===== src/rtl/mem_bus_arbiter.sv =====
// Two-requester memory bus arbiter/sequencer. Shares one Wishbone-style
// master port between instruction fetch (IF) and the MEM load/store path,
// registers each granted access onto the bus, returns read data to the
// owner, and aborts accesses that exceed TIMEOUT bus cycles without an ack.
module mem_bus_arbiter #(
   parameter int AW      = 32,
   parameter int DW      = 32,
   parameter int TIMEOUT = 16
) (
   input  logic          clk,
   input  logic          rst,
   // instruction fetch requester (read only)
   input  logic          if_req_i,
   input  logic [AW-1:0] if_addr_i,
   output logic [DW-1:0] if_data_o,
   output logic          if_ack_o,
   output logic          if_err_o,
   // load/store requester
   input  logic          mem_req_i,
   input  logic          mem_we_i,
   input  logic [3:0]    mem_sel_i,
   input  logic [AW-1:0] mem_addr_i,
   input  logic [DW-1:0] mem_wdata_i,
   output logic [DW-1:0] mem_rdata_o,
   output logic          mem_ack_o,
   output logic          mem_err_o,
   // external bus master port
   output logic          bus_cyc_o,
   output logic          bus_stb_o,
   output logic          bus_we_o,
   output logic [3:0]    bus_sel_o,
   output logic [AW-1:0] bus_addr_o,
   output logic [DW-1:0] bus_wdata_o,
   input  logic [DW-1:0] bus_rdata_i,
   input  logic          bus_ack_i,
   // stall requests toward pipeline control
   output logic          stallreq_if_o,
   output logic          stallreq_mem_o
);

   // A zero TIMEOUT disables the abort path; keep a 1-bit counter so the
   // declarations stay legal in that case.
   localparam int CW = (TIMEOUT > 0) ? $clog2(TIMEOUT + 1) : 1;
   localparam logic [CW-1:0] CNT_LAST = (TIMEOUT > 0) ? CW'(TIMEOUT - 1) : '0;

   typedef enum logic [1:0] {
      IDLE    = 2'd0,
      IF_ACC  = 2'd1,
      MEM_ACC = 2'd2
   } state_t;

   state_t        state_reg, state_next;
   logic [CW-1:0] cnt_reg, cnt_next;
   logic          last_grant_reg, last_grant_next;   // 1 = MEM was granted last
   logic          cyc_reg, cyc_next;
   logic          we_reg, we_next;
   logic [3:0]    sel_reg, sel_next;
   logic [AW-1:0] addr_reg, addr_next;
   logic [DW-1:0] wdata_reg, wdata_next;
   logic [DW-1:0] if_data_reg, if_data_next;
   logic [DW-1:0] mem_rdata_reg, mem_rdata_next;
   logic          if_ack_reg, if_ack_next;
   logic          if_err_reg, if_err_next;
   logic          mem_ack_reg, mem_ack_next;
   logic          mem_err_reg, mem_err_next;

   logic          if_elig, mem_elig;
   logic          grant_if, grant_mem;
   logic          timeout_hit;

   // A requester whose completion pulse is high this cycle is still holding
   // req for the access that just finished, so it must not be re-issued.
   assign if_elig   = if_req_i  & ~if_ack_reg  & ~if_err_reg;
   assign mem_elig  = mem_req_i & ~mem_ack_reg & ~mem_err_reg;
   // MEM has priority, except directly after a MEM grant when both compete.
   assign grant_mem = mem_elig & (~if_elig | ~last_grant_reg);
   assign grant_if  = if_elig & ~grant_mem;

   assign timeout_hit = (TIMEOUT != 0) && (cnt_reg == CNT_LAST);

   // Next-state and next-output logic for the access sequencer.
   always_comb begin
      state_next      = state_reg;
      cnt_next        = cnt_reg;
      last_grant_next = last_grant_reg;
      cyc_next        = cyc_reg;
      we_next         = we_reg;
      sel_next        = sel_reg;
      addr_next       = addr_reg;
      wdata_next      = wdata_reg;
      if_data_next    = if_data_reg;
      mem_rdata_next  = mem_rdata_reg;
      if_ack_next     = 1'b0;
      if_err_next     = 1'b0;
      mem_ack_next    = 1'b0;
      mem_err_next    = 1'b0;
      case (state_reg)
         IDLE: begin
            if (grant_mem) begin
               state_next      = MEM_ACC;
               cyc_next        = 1'b1;
               we_next         = mem_we_i;
               sel_next        = mem_sel_i;
               addr_next       = mem_addr_i;
               wdata_next      = mem_wdata_i;
               cnt_next        = '0;
               last_grant_next = 1'b1;
            end else if (grant_if) begin
               state_next      = IF_ACC;
               cyc_next        = 1'b1;
               we_next         = 1'b0;
               sel_next        = 4'b1111;
               addr_next       = if_addr_i;
               wdata_next      = '0;
               cnt_next        = '0;
               last_grant_next = 1'b0;
            end
         end
         IF_ACC, MEM_ACC: begin
            if (bus_ack_i) begin
               // Ack wins even in the cycle the timeout would fire.
               state_next = IDLE;
               cyc_next   = 1'b0;
               if (state_reg == IF_ACC) begin
                  if_data_next = bus_rdata_i;
                  if_ack_next  = 1'b1;
               end else begin
                  if (!we_reg) begin
                     mem_rdata_next = bus_rdata_i;
                  end
                  mem_ack_next = 1'b1;
               end
            end else if (timeout_hit) begin
               state_next = IDLE;
               cyc_next   = 1'b0;
               if (state_reg == IF_ACC) begin
                  if_err_next = 1'b1;
               end else begin
                  mem_err_next = 1'b1;
               end
            end else if (TIMEOUT != 0) begin
               cnt_next = cnt_reg + CW'(1);
            end
         end
         default: begin
            state_next = IDLE;
            cyc_next   = 1'b0;
         end
      endcase
   end

   // State, bus qualifier, data and completion-pulse registers.
   always_ff @(posedge clk or posedge rst) begin
      if (rst) begin
         state_reg      <= IDLE;
         cnt_reg        <= '0;
         last_grant_reg <= 1'b0;
         cyc_reg        <= 1'b0;
         we_reg         <= 1'b0;
         sel_reg        <= '0;
         addr_reg       <= '0;
         wdata_reg      <= '0;
         if_data_reg    <= '0;
         mem_rdata_reg  <= '0;
         if_ack_reg     <= 1'b0;
         if_err_reg     <= 1'b0;
         mem_ack_reg    <= 1'b0;
         mem_err_reg    <= 1'b0;
      end else begin
         state_reg      <= state_next;
         cnt_reg        <= cnt_next;
         last_grant_reg <= last_grant_next;
         cyc_reg        <= cyc_next;
         we_reg         <= we_next;
         sel_reg        <= sel_next;
         addr_reg       <= addr_next;
         wdata_reg      <= wdata_next;
         if_data_reg    <= if_data_next;
         mem_rdata_reg  <= mem_rdata_next;
         if_ack_reg     <= if_ack_next;
         if_err_reg     <= if_err_next;
         mem_ack_reg    <= mem_ack_next;
         mem_err_reg    <= mem_err_next;
      end
   end

   assign bus_cyc_o   = cyc_reg;
   assign bus_stb_o   = cyc_reg;
   assign bus_we_o    = we_reg;
   assign bus_sel_o   = sel_reg;
   assign bus_addr_o  = addr_reg;
   assign bus_wdata_o = wdata_reg;
   assign if_data_o   = if_data_reg;
   assign if_ack_o    = if_ack_reg;
   assign if_err_o    = if_err_reg;
   assign mem_rdata_o = mem_rdata_reg;
   assign mem_ack_o   = mem_ack_reg;
   assign mem_err_o   = mem_err_reg;

   // Stall while a request is outstanding; forced low during reset so every
   // output reads zero while rst is held.
   assign stallreq_if_o  = if_req_i  & ~if_ack_reg  & ~if_err_reg  & ~rst;
   assign stallreq_mem_o = mem_req_i & ~mem_ack_reg & ~mem_err_reg & ~rst;

endmodule


===== config.mk =====
export PLATFORM = sky130hd
export DESIGN_NAME = mem_bus_arbiter
export DESIGN_NICKNAME = d
export VERILOG_FILES = /design/src/rtl/mem_bus_arbiter.sv
export SDC_FILE = /design/constraint.sdc
export NUM_CORES = 1
export LEC_CHECK = 0
export CORE_UTILIZATION = 41
export CTS_CLUSTER_DIAMETER = 150
export CTS_CLUSTER_SIZE = 40
export DETAILED_ROUTE_END_ITERATION = 12
export PLACE_DENSITY = 0.86
export SETUP_SLACK_MARGIN = 0.4
export SYNTH_ARGS = -nofsm -noshare
export SYNTH_HDL_FRONTEND = slang
export SYNTH_SLANG_ARGS = --single-unit
export TNS_END_PERCENT = 30

===== constraint.sdc =====
create_clock -name clk -period 6.41 [get_ports clk]
set_input_delay 1.282 -clock clk [delete_from_list [all_inputs] [get_ports clk]]
set_output_delay 1.282 -clock clk [all_outputs]
set_load 0.05 [all_outputs]

==> out/results.env <==
NUMBER_OF_CLOCK_SINKS=146
DETAILED_ROUTING_ITERATION_COUNT_FOR_THE_PRE_ANTENNA_REPAIR_PASS=4
YOSYSTOPAREACELL='sky130_fd_sc_hd__dfrtp_1'
AREA_GROWTH_SYNTH_TO_FINISH_PCT=60.9
PLACE.GP.CONGESTION=0.809
FLOORPLAN.CORE_AREA_UM2=13900
SYNTHDOMINANTCELLAREASHARE=0.624
SYNTH.FF_LATCH_COUNT=146
POST_CTS_RESIZE_COUNT=0
TOTAL_STANDARD_CELL_AREA_AFTER_SYNTHESIS_UM2=5860
TRITONCTS='yes'
WORST_SETUP_PATH_START_KIND='input port'
DIE_X_UM=122
ROUTE.FINAL.WIRE_LENGTH_UM=16800
CLOCK_TREE.HTREE_LEVEL_COUNT=4
CLOCKROOTBUFFER='sky130_fd_sc_hd__clkbuf_16'
CTS.CLK_SLEW.WORST_PATHS_NS=0.06
SYNTH_EDF_COUNT=0
NETLIST_TOP_CELLS_COUNT='146 x sky130_fd_sc_hd__dfrtp_1, 62 x sky130_fd_sc_hd__mux2_2, 39 x sky130_fd_sc_hd__nand2_1'
CRIT_FANOUT=8
FIN_TOTAL_PWR_mW=5.94
SLEW_VIOLATIONS=0
FLOORPLAN.ROWS=43
MAX_FREQ_MHz=222
GRTUSAGETOTAL=0.229
CRITPATHCAPTURETYPE='output port'
CTS-HOLD-FIX-BUFFERS=0
HOLD_VIOL=0
LAYOUT-DRIVE-GT1-SHARE=0.152
PORT_BUFFERS=278
LEAKAGE_nW=4.02
GRT_PASS1_WL_UM=25300
YOSYSSEQAREASHARE=0.624
CTS_INSERTED_BUFFERS=17
INITIAL_UTILIZATION=0.420
SYN-INSTANCE-COUNT=439
PATH_CLASS='input port to output port'
OUTCOME='finished clean'
DETAILED_PLACEMENT_WIRELENGTH_ESTIMATE_UM=12000
SETUP_TNS_NS=0
MULTI_INPUT_AREA_UM2=2050
ASYNC_FLOP_SHARE=1.00
INITIAL_ANTENNA_VIOLATION_COUNT=0
VDD.IR_DROP.WORST_mV=0.505
DRCVIOLATIONCOUNT=0
PIN_COUNT_OF_THE_BIGGEST_NET_ENTERING_GLOBAL_ROUTING=85
REGAREA_UM2=3650
CLOCK_INSERTION_DELAY_WORST_SKEW_NS=0.41
CRITICAL_PATH_ARRIVAL_NS=3.22
MAX-SLEW-MARGIN-REL=0.121
SYNTH.MOST_COMMON_CELL='sky130_fd_sc_hd__dfrtp_1'
GRT_OVERFLOW_TOTAL=0
DIEHEIGHT_UM=122
NUM_ANTENNA_CELLS=0
WORSTMARGINPINSLEW_NS=1.32
POSTSYNTHAREAPERCELL_UM2=13.3
FINALSETUPVIOLATIONS=0
FINAL.MIN_CLOCK_PERIOD_NS=4.50
FINAL_ANTENNA_NET_COUNT=0
FLIP_FLOP_CELL_WITH_THE_HIGHEST_COUNT_AFTER_SYNTHESIS='sky130_fd_sc_hd__dfrtp_1'
LAYOUT.FILLER_CELLS=934
HOLD_PATH.CLASS='flop to flop'
SYN_NETS=581
TIMING.CLOCK.SKEW_NS=0.00979
GRT_SETUP_UNREPAIRED='no'
WORST_EP_REQUIRED_TIME_NS=5.13
TIMING.FINAL.CRIT_SHARE=0.702
VIAS=4732
VIASPERCELL=5.23
SYNTH_AREA_LEADERS='sky130_fd_sc_hd__dfrtp_1 62%, sky130_fd_sc_hd__mux2_2 12%, sky130_fd_sc_hd__a22o_1 5.1%, sky130_fd_sc_hd__a2bb2oi_1 4.8%, sky130_fd_sc_hd__a21oi_1 2.9%'
IOPINCOUNT=279
CTS.PATH.MAX_BUFFERS=2
POST_CTS_BUFFERS=0
FINAL_NETS=855
MAXCAPVIOLATIONS=0
YS.WARNINGS.COUNT=0
CELLPOWERDENSITY_nW_PER_UM2=630
FIRST_GLOBAL_VIAS=5034
NETLIST-CELL-TYPE-COUNT=43
AVERAGE_WIRE_PER_CELL_IN_THE_ROUTED_DESIGN_UM=18.5
DRT-INITIAL-DRC-COUNT=243
FP.DIEAREA_UM2=14800
## through the flow
step	setup WS (ns)	area (um^2)	hold WS, ns	util	std cells
2_1_floorplan	1.10	5860	0.489	-	439
3_3_place_gp	1.94	8790	0.469	0.631	874
3_5_place_dp	1.93	8790	0.491	0.631	874
4_1_cts	1.92	9430	0.506	0.676	905
5_1_grt	1.89	9430	0.516	0.676	905
6_report	1.91	9430	0.503	0.676	905
## final cells by class
class                           count  share of cell area
Tap cell                          180              0.0239
Clock inverter                     11              0.0186
Inverter                            7             0.00319
Multi-Input combinational cell    256               0.218
Sequential cell                   146               0.388
Clock buffer                       20              0.0484
Timing Repair Buffer              285               0.301
## kinds of logic after synthesis
kind of cell | Yosys count | synth area share
AO/OA/AOI/OAI | 119 | 0.153
adder cells (fa/ha/maj) | 4 | 0.00854
buffers and inverters | 37 | 0.0297
flip-flops | 146 | 0.624
multiplexers | 66 | 0.126
AND/OR/NAND/NOR | 67 | 0.0583
## cells in the final DEF, fill, tap and decap left out, types with 4 or more instances in the layout
cell                                n
sky130_fd_sc_hd__dfrtp_1          146
sky130_fd_sc_hd__a21oi_1           34
sky130_fd_sc_hd__nand2_1           39
sky130_fd_sc_hd__clkbuf_16         17
sky130_fd_sc_hd__mux2_2            62
sky130_fd_sc_hd__ha_1               4
sky130_fd_sc_hd__o22a_1             4
sky130_fd_sc_hd__a2bb2oi_1         32
sky130_fd_sc_hd__a22o_1            34
sky130_fd_sc_hd__inv_1              6
sky130_fd_sc_hd__bufinv_16          4
sky130_fd_sc_hd__clkdlybuf4s50_1  278
sky130_fd_sc_hd__buf_4              7
sky130_fd_sc_hd__nor2_1             6
## worst max-delay path: stages
cell and delay, ns:
sky130_fd_sc_hd__clkdlybuf4s50_1 0.46, sky130_fd_sc_hd__nor3b_4 0.45, sky130_fd_sc_hd__and2_1 0.21, sky130_fd_sc_hd__clkdlybuf4s50_1 0.81
## power breakdown
| part | internal, mW | switching, mW | leakage [nW] |
|---|---|---|---|
| Clock | 0.674 | 0.381 | 0.304 |
| Combinational | 1.22 | 2.10 | 1.95 |
| Sequential | 1.33 | 0.241 | 1.77 |
| Total | 3.22 | 2.72 | 4.02 |
## per-layer routing
layer | share of wire | vias up | wire (um) | GRT usage
li1 | - | 2159 | - | -
met1 | 0.38 | 2333 | 6440 | 0.252
met2 | 0.50 | 215 | 8300 | 0.394
met3 | 0.10 | 25 | 1720 | 0.0927
met4 | 0.017 | 0 | 287 | 0.0895
met5 | 0 | - | 0 | 0
## worst paths after layout
check                         startpoint              end  slack (ns)  cells past startpoint
setup reg to reg               mem_ack_o  bus_wdata_o[21]        3.58                      4
hold reg to reg            if_data_o[13]    if_data_o[13]        0.50                      1
min in group asynchronous            rst  bus_wdata_o[31]        1.60                      3
setup / recovery                if_req_i    stallreq_if_o        1.91                      4
hold / removal             if_data_o[13]    if_data_o[13]        0.50                      1
max in group asynchronous            rst     state_reg[1]        3.39                      4
Power figures use the tool's default switching activity.
